[src/rtl/spi_cmd_pkg.sv]
// Shared types for the SPI command bridge.
// Opcodes, FSM states and the bus address width.
package spi_cmd_pkg;

    localparam int ADDR_WIDTH = 17;

    typedef enum logic [1:0] {
        OP_WRITE      = 2'b00,
        OP_READ       = 2'b01,
        OP_WRITE_NEXT = 2'b10,
        OP_READ_NEXT  = 2'b11
    } op_e;

    typedef enum logic [2:0] {
        ST_IDLE    = 3'd0,
        ST_ADDR_HI = 3'd1,
        ST_ADDR_LO = 3'd2,
        ST_DATA    = 3'd3,
        ST_BUS     = 3'd4,
        ST_DONE    = 3'd5
    } state_e;

endpackage

[src/rtl/sync2.sv]
// Two-flop synchronizer for a single asynchronous bit.
// Both flops reset to RST_VAL so leaving reset produces no edge.
module sync2 #(
    parameter logic RST_VAL = 1'b0
) (
    input  logic clk,
    input  logic rst_n,
    input  logic d,
    output logic q
);

    logic meta_q;
    logic sync_q;

    // Shift the async input through two flops
    always_ff @(posedge clk or negedge rst_n) begin
        if (!rst_n) begin
            meta_q <= RST_VAL;
            sync_q <= RST_VAL;
        end else begin
            meta_q <= d;
            sync_q <= meta_q;
        end
    end

    assign q = sync_q;

endmodule

[src/rtl/spi_cmd.sv]
// SPI command decoder driving a simple req/ack bus.
// Bytes arrive from the SCLK domain; everything else runs on clk_sys.
module spi_cmd
    import spi_cmd_pkg::*;
(
    input  logic                  clk_sys,
    input  logic                  reset_n,
    input  logic                  spi_cs_n,
    input  logic [7:0]            spi_rx_byte,
    input  logic                  spi_valid,
    output logic [7:0]            spi_tx_byte,
    output logic [ADDR_WIDTH-1:0] bus_addr,
    output logic [7:0]            bus_wr_data,
    output logic                  bus_rw_n,
    output logic                  bus_req,
    input  logic                  bus_ack,
    input  logic [7:0]            bus_rd_data,
    output logic                  overrun
);

    logic valid_s;
    logic cs_s;
    logic valid_s_q;
    logic cs_s_q;
    logic byte_stb;
    logic cs_rise;
    logic take;
    logic ack_ok;
    logic enter_bus;
    op_e  cmd_op;

    state_e                state_q, state_d;
    op_e                   op_q, op_d;
    logic [ADDR_WIDTH-1:0] tgt_addr_q, tgt_addr_d;
    logic [ADDR_WIDTH-1:0] bus_addr_q, bus_addr_d;
    logic [ADDR_WIDTH-1:0] next_addr;
    logic [7:0]            bus_wr_data_q, bus_wr_data_d;
    logic                  bus_rw_n_q, bus_rw_n_d;
    logic                  bus_req_q, bus_req_d;
    logic [7:0]            tx_q, tx_d;
    logic                  overrun_q, overrun_d;
    logic                  abort_q, abort_d;

    sync2 #(.RST_VAL(1'b0)) u_sync_valid (
        .clk   (clk_sys),
        .rst_n (reset_n),
        .d     (spi_valid),
        .q     (valid_s)
    );

    sync2 #(.RST_VAL(1'b1)) u_sync_cs (
        .clk   (clk_sys),
        .rst_n (reset_n),
        .d     (spi_cs_n),
        .q     (cs_s)
    );

    assign byte_stb  = valid_s & ~valid_s_q;
    assign cs_rise   = cs_s & ~cs_s_q;
    assign take      = byte_stb & ~cs_rise;
    assign ack_ok    = bus_ack & bus_req_q;
    assign cmd_op    = op_e'(spi_rx_byte[7:6]);
    assign next_addr = bus_addr_q + 1'b1;

    // State and datapath registers
    always_ff @(posedge clk_sys or negedge reset_n) begin
        if (!reset_n) begin
            valid_s_q     <= 1'b0;
            cs_s_q        <= 1'b1;
            state_q       <= ST_IDLE;
            op_q          <= OP_WRITE;
            tgt_addr_q    <= '0;
            bus_addr_q    <= '0;
            bus_wr_data_q <= '0;
            bus_rw_n_q    <= 1'b1;
            bus_req_q     <= 1'b0;
            tx_q          <= '0;
            overrun_q     <= 1'b0;
            abort_q       <= 1'b0;
        end else begin
            valid_s_q     <= valid_s;
            cs_s_q        <= cs_s;
            state_q       <= state_d;
            op_q          <= op_d;
            tgt_addr_q    <= tgt_addr_d;
            bus_addr_q    <= bus_addr_d;
            bus_wr_data_q <= bus_wr_data_d;
            bus_rw_n_q    <= bus_rw_n_d;
            bus_req_q     <= bus_req_d;
            tx_q          <= tx_d;
            overrun_q     <= overrun_d;
            abort_q       <= abort_d;
        end
    end

    // Next-state: byte-driven walk, bus completion, cs_n abort
    always_comb begin
        state_d = state_q;
        unique case (state_q)
            ST_IDLE: begin
                if (byte_stb) begin
                    unique case (cmd_op)
                        OP_WRITE, OP_READ: state_d = ST_ADDR_HI;
                        OP_WRITE_NEXT:     state_d = ST_DATA;
                        OP_READ_NEXT:      state_d = ST_BUS;
                    endcase
                end
            end
            ST_ADDR_HI: if (byte_stb) state_d = ST_ADDR_LO;
            ST_ADDR_LO: begin
                if (byte_stb) begin
                    state_d = (op_q == OP_WRITE) ? ST_DATA : ST_BUS;
                end
            end
            ST_DATA: if (byte_stb) state_d = ST_BUS;
            ST_BUS: begin
                if (ack_ok) begin
                    state_d = (cs_rise || abort_q) ? ST_IDLE : ST_DONE;
                end
            end
            ST_DONE: state_d = ST_DONE;
            default: state_d = ST_IDLE;
        endcase
        // A pending bus cycle must finish; every other state aborts
        if (cs_rise && state_q != ST_BUS) begin
            state_d = ST_IDLE;
        end
    end

    assign enter_bus = (state_d == ST_BUS) && (state_q != ST_BUS);

    // Outputs and datapath: address capture, bus launch, tx load, flags
    always_comb begin
        op_d          = op_q;
        tgt_addr_d    = tgt_addr_q;
        bus_addr_d    = bus_addr_q;
        bus_wr_data_d = bus_wr_data_q;
        bus_rw_n_d    = bus_rw_n_q;
        bus_req_d     = bus_req_q;
        tx_d          = tx_q;
        overrun_d     = overrun_q;
        abort_d       = 1'b0;

        if (take && state_q == ST_IDLE) begin
            op_d = cmd_op;
            if (cmd_op[1]) begin
                tgt_addr_d = next_addr;
            end else begin
                tgt_addr_d[16] = spi_rx_byte[0];
            end
        end
        if (take && state_q == ST_ADDR_HI) begin
            tgt_addr_d[15:8] = spi_rx_byte;
        end
        if (take && state_q == ST_ADDR_LO) begin
            tgt_addr_d[7:0] = spi_rx_byte;
        end

        // Bus fields are frozen from here until the ack
        if (enter_bus) begin
            bus_addr_d = tgt_addr_d;
            bus_rw_n_d = op_d[0];
            if (state_q == ST_DATA) begin
                bus_wr_data_d = spi_rx_byte;
            end
        end

        if (bus_req_q) begin
            bus_req_d = ~bus_ack;
        end else begin
            bus_req_d = (state_q == ST_BUS);
        end

        if (ack_ok && bus_rw_n_q && !abort_q) begin
            tx_d = bus_rd_data;
        end

        if (state_q == ST_BUS && !ack_ok) begin
            abort_d = abort_q | cs_rise;
        end

        if (state_q == ST_BUS && byte_stb) begin
            overrun_d = 1'b1;
        end
        if (cs_rise) begin
            overrun_d = 1'b0;
        end
    end

    assign spi_tx_byte = tx_q;
    assign bus_addr    = bus_addr_q;
    assign bus_wr_data = bus_wr_data_q;
    assign bus_rw_n    = bus_rw_n_q;
    assign bus_req     = bus_req_q;
    assign overrun     = overrun_q;

endmodule

[config.mk]
export PLATFORM = sky130hd
export DESIGN_NAME = spi_cmd
export DESIGN_NICKNAME = d
export VERILOG_FILES = /design/src/rtl/spi_cmd_pkg.sv /design/src/rtl/sync2.sv /design/src/rtl/spi_cmd.sv
export SDC_FILE = /design/constraint.sdc
export NUM_CORES = 1
export LEC_CHECK = 0
export ABC_AREA = 1
export CORE_UTILIZATION = 44
export DETAILED_ROUTE_END_ITERATION = 16
export PLACE_DENSITY_LB_ADDON = 0.1
export SYNTH_ARGS = -nofsm -noshare
export SYNTH_HDL_FRONTEND = slang
export SYNTH_HIERARCHICAL = 1
export SYNTH_SLANG_ARGS = --single-unit
[constraint.sdc]
create_clock -name clk_sys -period 4.1 [get_ports clk_sys]
set_clock_uncertainty 0.05 [all_clocks]
set_input_delay 1.23 -clock clk_sys [delete_from_list [all_inputs] [get_ports clk_sys]]
set_output_delay 1.23 -clock clk_sys [all_outputs]
set_load 0.005 [all_outputs]
=== Yosys cells after proc, flatten, opt, wreduce, memory -nomap -nowiden ===
Index checks and enable logic that the tools add are counted.

* Flip-flop bits (word level): 65
* Output and inout port bits: 36
* Input port bits: 21

* $add $sub $neg: 1
* Equality and inequality tests: 10
* Reduce and logical (&&, ||, !) cells: 18
* Muxes and demuxes: 20
* Bitwise gates (word level): 9

{| class="wikitable"
|+ Operators with widths
! operator !! count
|-
| $mux W3 || 8
|-
| $pmux W3 S6 || 1
|-
| $add A17 B1 Y17 const B || 1
|-
| $mux W17 || 1
|-
| $mux W16 || 1
|-
| $mux W8 || 2
|-
| $eq A3 B3 Y1 const B || 3
|-
| $logic_and A1 B1 Y1 || 9
|-
| $pmux W3 S3 || 1
|-
| $eq A3 B2 Y1 const B || 2
|-
| $mux W1 || 6
|-
| $and A1 B1 Y1 || 4
|-
| $eq A2 B2 Y1 const B || 2
|-
| $logic_not A2 Y1 || 2
|-
| $not A1 Y1 || 4
|-
| $eq A3 B1 Y1 const B || 1
|-
| $logic_not A3 Y1 || 1
|-
| $ne A3 B3 Y1 const B || 1
|-
| $eq A2 B1 Y1 const B || 1
|-
| $logic_not A1 Y1 || 2
|-
| $reduce_and A2 Y1 || 1
|-
| $reduce_bool A2 Y1 || 1
|-
| $reduce_or A2 Y1 || 1
|-
| $logic_or A1 B1 Y1 || 1
|-
| $or A1 B1 Y1 || 1
|}

=== Depth between registers and ports, before layout ===
Gate-level depths: netlist of the first run.

* Depth after elaboration: 10
* Gate-level depth with buffers: 12
* Gate-level depth less buffers: 12

=== Hierarchy ===
The synthesis of the first run kept the hierarchy.

{| class="wikitable"
|+ By module, submodules not included
! module !! seq. area each (µm²) !! instances !! cells an instance !! area an instance (µm²)
|-
| spi_cmd || 1529.0 || 1 || 409 || 3170.5
|-
| sync2 (u_sync_cs) || 52.6 || 1 || 2 || 52.6
|-
| sync2 (u_sync_valid) || 50.0 || 1 || 2 || 50.0
|}

=== Least setup slack after synthesis of the first run ===
OpenSTA, ideal clock, no wires.

* Path type: input-to-reg
* Start point: input port spi_rx_byte[7]
* End point: register bus_addr_q[11] (netlist: bus_addr[11])
* Path slack: 1.607 ns
* Path buffers: 2
* Cell stages on the path: 11
* Arrival time: 2.326 ns
* Cells stage by stage: buf_2 > nand2_1 > nand2_1 > nand2_1 > nand2_4 > nand2_4 > a21oi_4 > nand2_4 > buf_6 > nand2_1 > nand2_1

* Longest elaborated chain between the ends: 8
* Elaborated cells on any way between the ends: 14
* Classes of those cells: eq/ne: 4; mux: 7; reduce/logical: 3

{| class="wikitable"
|+ RTL lines
! what !! line !! RTL
|-
| start, declared || spi_cmd.sv:9 || <nowiki>input logic [7:0] spi_rx_byte,</nowiki>
|-
| $eq A2 B1 Y1 / $logic_not A2 Y1 (equally long branches) || spi_cmd.sv:102 || <nowiki>unique case (cmd_op)</nowiki>
|-
| $reduce_or A2 Y1 || spi_cmd.sv:102 ||
|-
| $pmux W3 S3 || spi_cmd.sv:102 ||
|-
| $mux W3 || spi_cmd.sv:101 || <nowiki>if (byte_stb) begin</nowiki>
|-
| $pmux W3 S6 || spi_cmd.sv:99 || <nowiki>unique case (state_q)</nowiki>
|-
| $mux W3 || spi_cmd.sv:125 || <nowiki>if (cs_rise && state_q != ST_BUS) begin</nowiki>
|-
| $eq A3 B3 Y1 || spi_cmd.sv:130 || <nowiki>assign enter_bus = (state_d == ST_BUS) && (state_q != ST_BUS);</nowiki>
|-
| $logic_and A1 B1 Y1 || spi_cmd.sv:130 ||
|-
| end signal, assigned || spi_cmd.sv:86 || <nowiki>bus_addr_q <= bus_addr_d;</nowiki>
|-
| end, declared || spi_cmd.sv:35 || <nowiki>logic [ADDR_WIDTH-1:0] bus_addr_q, bus_addr_d;</nowiki>
|}

Parallel ways exist; a longest one is shown, timed or not.
A chain may end at the register's enable or synchronous reset.

=== Worst setup path after layout of the first run ===
* Start point: input port spi_rx_byte[7]
* End point: register bus_addr_q[8] (netlist: bus_addr[8])

Same word-level chain as after synthesis.

==> metrics.txt, run 1 <==
WS Path Type=in2reg; Die Width=just under 90 um; Routed Wire Length=7.98 mm; core region area=7210 um2; crit path cell chain=clkdlybuf4s50_1, nand2_1, nand2_1, nor2_1, nor2_1, nand3_1, nand2_2, nand2_4, nand2_1, nand2_1; Top delay family on crit path=simple AND/OR/NAND/NOR gates; post-CTS resize count=0; clock latency at the later pin of the worst-skew pair=0.34 ns; # DRC=0; crit-path most repeated cell=nand2_1; first-pass GRT wire length=approximately 13 mm; Final period util=between 60% and 70%; status=completed; Non-Filler Instances=around 580; WL/cell=13.8 um; CP max stage cell=clkdlybuf4s50_1; worst slew pin tran=around 1.1 ns; H-tree levels=3; CP arrival=between 3 and 4 ns; largest net degree at the start of global routing=66; Inserted Diodes=0; CP Capture Type=register; final-report hold violation count=0; Synth Flop Type=dfrtp_1; RSZ-0062 raised after global routing=no; placed cells=562; Inserted Clock Buffers=9; CTS tree=built; number of routed nets with antenna violations=0; largest area contributor in the netlist=dfrtp_1; CTS Root Cell=clkbuf_8; Fmax=0.350 GHz; Final min period=roughly 2.9 ns; worst setup margin=between 1 and 1.5 ns; CP required=between 4 and 5 ns; remaining global-route overflow=0; Initial DRT Pass Iterations=4; All-Layer GR Usage=22.5%; synth warn=6; Post-Syn Area=3270 um2; Max Buffers Root-to-Sink=2; Avg Cell Area, Syn=7.93 um2; Hold-fix buffers, CTS=0; layout cells sized above 1=11.3%; post-synth top area share=between 40% and 50%; leakage power total=slightly above 2 nW; initial drt markers=about 140; max-cap violations=0; HPWL Detailed=between 5 and 6 mm; worst hold path class=reg2reg; vias in the first global route=~2,700; Chip Height=a little under 90 um; post-CTS setup buffers=0; Slew headroom=about 30%; synth top area cells=dfrtp_1 (47%), nand2_1 (18%), inv_1 (4.0%); Max Slew Vio Count=0; Clock Pin Slew Worst Setup and Hold Paths=0.07 ns; Yosys cell types=34; clock sinks=between 60 and 70; antenna violations before repair=0; VDD IR-drop max=slightly above 300 uV; Place WS=about 0.89 ns; Post-synth EDFFs=0; routed vias=around 2,800; IO buf count=56; FP Rows=31; crit path max fanout=19; Synth Register Bits=65; nets@finish=slightly below 500; fraction of registers with async set/reset=100%; Min Hold Slack=0.301 ns; setup_tns=0 ns; Mapped Cells=~410; Seq/Total Area, Yosys=approximately 50%; Area growth syn-to-layout=27.4%; Buf/Inv on CP=1; CP Launch Type=primary input; via/cell ratio=roughly 4.9; Placer Congestion=just under 0.9; Power per Cell Area=~700 nW/um2; IO Count=between 50 and 60; Syn Nets=around 440; CP peak stage delay=0.65 ns; final setup vio count=0; Starting Density=between 40% and 50%; die area=7790 um2
==> per-layer routing <==
| metal | vias to the layer above | GRT usage, % | routed length (um) |
|---|---|---|---|
| met5 | - | 0 | 0 |
| met2 | 80 | 32.2 | 3420 |
| met1 | 1294 | 33.5 | 3990 |
| met3 | 14 | 4.85 | 431 |
| li1 | 1432 | - | - |
| met4 | 0 | 7.62 | 137 |
==> path summary, 6_finish.rpt <==
path                       cells past startpoint                 from  slack, ns        endpoint
max in group asynchronous                      2              reset_n       2.85        bus_rw_n
max reg2reg                                    9               cs_s_q       1.84     bus_addr[8]
max                                           10       spi_rx_byte[7]       1.24     bus_addr[8]
min                                            0  u_sync_valid/meta_q       0.30  u_sync_valid/q
min in group asynchronous                      2              reset_n       0.84  u_sync_valid/q
min reg2reg                                    0  u_sync_valid/meta_q       0.30  u_sync_valid/q
==> registers in the layout, summed over array words and instances, names as in the netlist <==
name and cells:
bus_wr_data 8, cs_s_q 1, spi_tx_byte 8, overrun 1, state_q 3, u_sync_cs/q 1, u_sync_valid/meta_q 1, op_q 2
bus_rw_n 1, bus_req 1, u_sync_valid/q 1, tgt_addr_q 17, abort_q 1, u_sync_cs/meta_q 1, bus_addr 17, valid_s_q 1
==> layout by cell type, fill, tap and decap left out, types with 2 or more instances in the layout <==
| cell | instances |
|---|---|
| a21oi_1 | 25 |
| a21oi_4 | 2 |
| nand2_2 | 3 |
| nand3_1 | 26 |
| nor2_1 | 34 |
| inv_1 | 35 |
| dfstp_2 | 4 |
| bufinv_16 | 3 |
| nand4_1 | 12 |
| clkinv_4 | 3 |
| o21ai_0 | 3 |
| o21ai_1 | 4 |
| clkdlybuf4s50_1 | 55 |
| buf_4 | 2 |
| nand2_1 | 154 |
| clkbuf_8 | 9 |
| nor2_4 | 2 |
| nand2_4 | 3 |
| o21a_1 | 2 |
| dfrtp_1 | 61 |
| or2_2 | 2 |
| nor3_1 | 3 |
| inv_2 | 8 |
| mux2_2 | 8 |
| xor2_1 | 2 |
==> where the power goes <==
group	total [W]	switching, W	internal (W)
clock	0.000669	0.000262	0.000407
sequential	0.00110	0.000201	0.000903
combinational	0.00123	0.000662	0.000568
==> cell type report <==
cell class	count	area (um2)
Tap cell	99	124
Clock buffer	10	128
Timing Repair Buffer	59	591
Inverter	44	168
Fill cell	686	3040
Clock inverter	6	116
Sequential cell	65	1630
Multi-Input combinational cell	295	1410
==> cells by family (layout without fill, tap and decap cells) <==
family                   Yosys count  count (layout)  synth area share [%]
multiplexers                       8               8                  2.75
AO/OA/AOI/OAI                     39              39                  6.96
buffers and inverters             53             119                  6.96
adder cells (fa/ha/maj)            1               1                 0.382
flip-flops                        65              65                  49.8
XOR/XNOR                           3               3                 0.803
AND/OR/NAND/NOR                  244             244                  32.3
==> through the flow <==
stage               instance area [um2]  total power (W)  utilization, %
floorplan                          3270          0.00185               -
global placement                   3930          0.00233            54.4
detailed placement                 3930          0.00234            54.4
CTS                                4170          0.00303            57.8
global route                       4170          0.00324            57.8
finish                             4170          0.00300            57.8
==> cell usage after synthesis, types with 2 or more instances <==
cell type and n:
nand2_1 154, dfrtp_1 61, inv_1 35, nor2_1 34
nand3_1 26, a21oi_1 25, nand4_1 12, inv_2 8
mux2_2 8, buf_2 6, dfstp_2 4, o21ai_1 4
nand2_2 3, nand2_4 3, nor3_1 3, o21ai_0 3
a21oi_4 2, buf_6 2, nor2_4 2, o21a_1 2
or2_2 2, xor2_1 2
Power figures use the tool's default switching activity.
==> run 2, diff against run 1 <==
clock period = 2.67 ns   (was 4.1 ns; I/O delays follow)
==> metrics.txt, run 2 (synthesis gave the netlist of run 1 again) <==
routed vias=2,972 (+5.4%); # DRC=0 (unchanged); die area=7790 um2 (unchanged); max-cap violations=0 (unchanged); Inserted Clock Buffers=9 (unchanged); commonest cells after routing, fill and taps aside=nand2_1 (154), dfrtp_1 (61), clkdlybuf4s50_1 (55); CP Launch Type=register; placed cells=568 (+1.1%); IO Count=57 (unchanged); final setup vio count=0 (unchanged); largest net degree at the start of global routing=66 (unchanged); commonest non-fill, non-tap cell in the layout=nand2_1; post-CTS setup buffers=0 (unchanged); Critical R2R Capture=bus_addr[5]; Buf/Inv on CP=1 (unchanged); Worst Hold Depth=0 (unchanged); VDD IR-drop max=553 uV (+80%); via/cell ratio=5.09 (+4.3%); WS Path Type=reg2out; Area growth syn-to-layout=28.4%; worst reg2reg path startpoint=cs_s_q; IO buf count=56 (unchanged); worst slew pin tran=0.423 ns (-0.631 ns); leakage power total=2.06 nW (+1.0%); CP max stage cell=dfstp_2; Max Buffers Root-to-Sink=2 (unchanged); All-Layer GR Usage=22.6% (+0.18 points); Initial DRT Pass Iterations=5 (+1); HPWL Detailed=5.64 mm (+2.4%); nets@finish=502 (+1.2%); number of routed nets with antenna violations=0 (unchanged); setup_tns=0 ns (unchanged); first-pass GRT wire length=13.2 mm (+0.36%); Routed Wire Length=8.10 mm (+1.4%); post-CTS resize count=0 (unchanged); Slew headroom=71.7% (+42 points); Reg2Reg Depth=11 (+2); Die Width=88.3 um (unchanged); Chip Height=88.3 um (unchanged); RSZ-0062 raised after global routing=no; Power per Cell Area=1090 nW/um2 (+51%); CP Capture Type=output port; Max Slew Vio Count=0 (unchanged); Starting Density=45.4% (unchanged); CP required=1.82 ns (-2.47 ns); setup slack, reg-to-reg=0.64 ns (-1.20 ns); Non-Filler Instances=584 (+1.0%); worst hold path class=reg2reg; antenna violations before repair=0 (unchanged); FP Rows=31 (unchanged); vias in the first global route=2,774 (+4.4%); layout cells sized above 1=12.6% (+1.3 points); Final min period=around 2.3 ns; Placer Congestion=0.928 (+6.5%); final-report hold violation count=0 (unchanged); Inserted Diodes=0 (unchanged); CTS Root Cell=clkbuf_8; WL/cell=13.9 um (+0.39%); CTS tree=built; CP arrival=1.40 ns (-1.65 ns); clock latency at the later pin of the worst-skew pair=0.35 ns (about the same); crit path max fanout=3 (-16); Layout Cell Area excl Fill=4200 um2 (+0.78%); WHS Endpoint=u_sync_valid/q; crit path cell chain=clkdlybuf4s50_1; fill count=692 (+0.87%); clock sinks=65 (unchanged); Top delay family on crit path=flip-flops; status=completed; remaining global-route overflow=0 (unchanged); core region area=7210 um2 (unchanged); Final period util=84.5%; hold_sp=u_sync_valid/meta_q; initial drt markers=192 (+36%); H-tree levels=3 (unchanged); placed instance area=3990 um2 (+1.5%); Levels on crit path=1 (-9); CP peak stage delay=0.56 ns (-0.09 ns); Hold-fix buffers, CTS=0 (unchanged); Fmax=between 0.4 and 0.5 GHz; Clock Pin Slew Worst Setup and Hold Paths=0.08 ns (about the same); total power=0.00458 W (+53%)
## run 2: changes by cell type in the layout (fill, tap and decap cells not counted), sizes merged
cell      change
clkbuf        -1
buf           +6
clkinv        +1
bufinv        -1
clkinvlp      +1
## run 2: final cells by class
cell class	count	area [um2]	share of cell area, %
flip-flops and latches	65	1630	38.8
multi-input cells	295	1410	33.6
repair buffers	65	648	15.4
inverters	44	168	3.99
clock buffers	9	124	2.95
well taps	99	124	2.95
clock inverters	7	95.1	2.26
## run 2: worst max path at each step
stage	slack (ns)	endpoint	startpoint
after global placement	0.1	bus_addr[2]	spi_rx_byte[6]
after global routing	0.28	bus_addr[8]	spi_rx_byte[6]
after detailed placement	0.08	bus_addr[5]	spi_rx_byte[6]
final	0.41	bus_rw_n	bus_rw_n
after CTS	0.39	bus_rw_n	bus_rw_n
after floorplan	0.61	bus_addr[11]	spi_rx_byte[7]
## run 2: per-stage QoR
stage	worst slack, ns	hold slack [ns]	utilization, %
detailed placement	0.0756	0.289	55.2
CTS	0.394	0.307	58.3
finish	0.414	0.304	58.3
global route	0.277	0.310	58.3
global placement	0.0995	0.284	55.2
floorplan	0.606	0.281	-
## run 2: metal layers
| metal | global-route usage (%) | up-vias | share of wire [%] |
|---|---|---|---|
| met5 | 0 | - | 0 |
| met4 | 10.4 | 0 | 2.1 |
| met3 | 3.82 | 16 | 5.9 |
| met2 | 34.5 | 109 | 43 |
| met1 | 31.6 | 1406 | 49 |
| li1 | - | 1441 | - |
## run 2: power breakdown
part           internal (W)  switching (W)  total (W)
Sequential          0.00139       0.000304    0.00169
Clock              0.000525       0.000412   0.000937
Combinational      0.000928        0.00102    0.00195
==> run 3, diff against run 2 <==
clock period = 2.05 ns   (was 2.67 ns; I/O delays follow)
==> metrics.txt, run 3 (synthesis gave the netlist of run 1 again) <==
final-report hold violation count=0 (unchanged); routed vias=2,934 (-1.3%); number of routed nets with antenna violations=0 (unchanged); clock sinks=65 (unchanged); Chip Height=88.3 um (unchanged); worst setup margin=0.0713 ns (-0.343 ns); nets@finish=516 (+2.8%); Non-Filler Instances=598 (+2.4%); via/cell ratio=4.91 (-3.6%); placed cells=582 (+2.5%); Fmax=~0.5 GHz; VDD IR-drop max=688 uV (+25%); Clock Pin Slew Worst Setup and Hold Paths=0.07 ns (about the same); max-cap violations=0 (unchanged); Slew headroom=71.1% (-0.66 points); WS Path Type=reg2out; largest net degree at the start of global routing=66 (unchanged); HPWL Detailed=5.72 mm (+1.3%); worst slew pin tran=0.433 ns (+0.00979 ns); worst reg2reg path startpoint=state_q[0]; FP Rows=31 (unchanged); CP Launch Type=register; Initial DRT Pass Iterations=4 (-1); Power per Cell Area=1420 nW/um2 (+30%); Hold-fix buffers, CTS=0 (unchanged); final setup vio count=0 (unchanged); crit path max fanout=6 (+3); Max Slew Vio Count=0 (unchanged); Final min period=1.98 ns; CP required=1.38 ns (-0.44 ns); clock latency at the later pin of the worst-skew pair=0.34 ns (about the same); CP max stage cell=clkdlybuf4s50_1; setup_tns=0 ns (unchanged); Max Buffers Root-to-Sink=2 (unchanged); fill count=688 (-0.58%); Routed Wire Length=8.06 mm (-0.38%); leakage power total=2.13 nW (+3.3%); initial drt markers=245 (+28%); # DRC=0 (unchanged); Placer Congestion=0.866 (-6.7%); Final period util=roughly 97%; Starting Density=45.4% (unchanged); Die Width=88.3 um (unchanged); All-Layer GR Usage=23.1% (+0.51 points); Multi-input gate area=1430 um2 (+0.80%); IO buf count=56 (unchanged); commonest cells after routing, fill and taps aside=nand2_1 (153), dfrtp_1 (57), clkdlybuf4s50_1 (54); die area=7790 um2 (unchanged); worst hold path class=in2async; antenna violations before repair=0 (unchanged); Buf/Inv on CP=1 (unchanged); remaining global-route overflow=0 (unchanged); first-pass GRT wire length=13.6 mm (+2.7%); Inserted Diodes=0 (unchanged); Area growth syn-to-layout=32.3%; total power=0.00613 W (+34%); Place WS=-0.241 ns (-0.316 ns); core region area=7210 um2 (unchanged); status=completed; H-tree levels=3 (unchanged); Inserted Clock Buffers=9 (unchanged); CTS tree=built; vias in the first global route=2,831 (+2.1%); CP peak stage delay=0.54 ns (-0.02 ns); CTS Root Cell=clkbuf_8; Register Area=1640 um2 (+0.31%); Top delay family on crit path=buffers and inverters; commonest non-fill, non-tap cell in the layout=nand2_1; layout cells sized above 1=15.4% (+2.9 points); CP arrival=1.31 ns (-0.09 ns); Crit. Startpoint=bus_addr[3]; IO Count=57 (unchanged); WL/cell=13.5 um (-2.7%); RSZ-0062 raised after global routing=no; crit path cell chain=clkdlybuf4s50_1; CP Capture Type=output port
## run 3: cell count changes in the layout (fill, tap and decap cells not counted), moves of 2 or more
cell,previous run,this run
clkinv_4,2,0
dfrtp_1,61,57
buf_4,7,20
dfrtp_2,0,4
clkbuf_1,0,3
## run 3: area by class of cell
cell class / count / area share (%)
clock inverters: 3 / 1.50
well taps: 99 / 2.86
multi-input cells: 295 / 32.9
clock buffers: 13 / 3.44
inverters: 44 / 3.87
flip-flops and latches: 65 / 37.8
repair buffers: 79 / 17.6
## run 3: repair_timing
item | 4_1_cts | 5_1_grt
resized for setup | 1 | 6
setup buffers | 0 | 0
pin swaps | 0 | 0
endpoints found under the setup margin | 1 | 12
## run 3: worst paths after layout
path | to | slack, ns | depth (start not counted)
min in group clk_sys | u_sync_valid/q | 0.29 | 0
worst max-delay path | bus_addr[3] | 0.07 | 1
worst min-delay path | bus_wr_data[5] | 0.24 | 2
worst max register to register | bus_wr_data[7] | 0.20 | 10
max in group asynchronous | u_sync_cs/meta_q | 1.40 | 2
worst min register to register | u_sync_valid/q | 0.29 | 0
## run 3: layer usage
layer  vias to the layer above  global-route usage (%)  routed length (um)
li1                       1476                       -                   -
met1                      1345                    32.2                3850
met2                       100                    34.3                3440
met3                        13                    6.62                 600
met4                         0                    8.94                 172
met5                         -                       0                   0
## run 3: where the power goes
part / switching (W) / internal (W) / total (W)
Combinational: 0.00139 / 0.00133 / 0.00272
Sequential: 0.000392 / 0.00182 / 0.00221
Clock: 0.000489 / 0.000719 / 0.00121
Total: 0.00227 / 0.00387 / 0.00613
## run 3: metrics by stage
step           hold slack, ns  area [um2]  util, %
2_1_floorplan           0.269        3270        -
3_3_place_gp            0.285        4100     56.9
3_5_place_dp            0.293        4100     56.9
4_1_cts                 0.249        4320     59.8
5_1_grt                 0.263        4330     60.0
6_report                0.237        4330     60.0
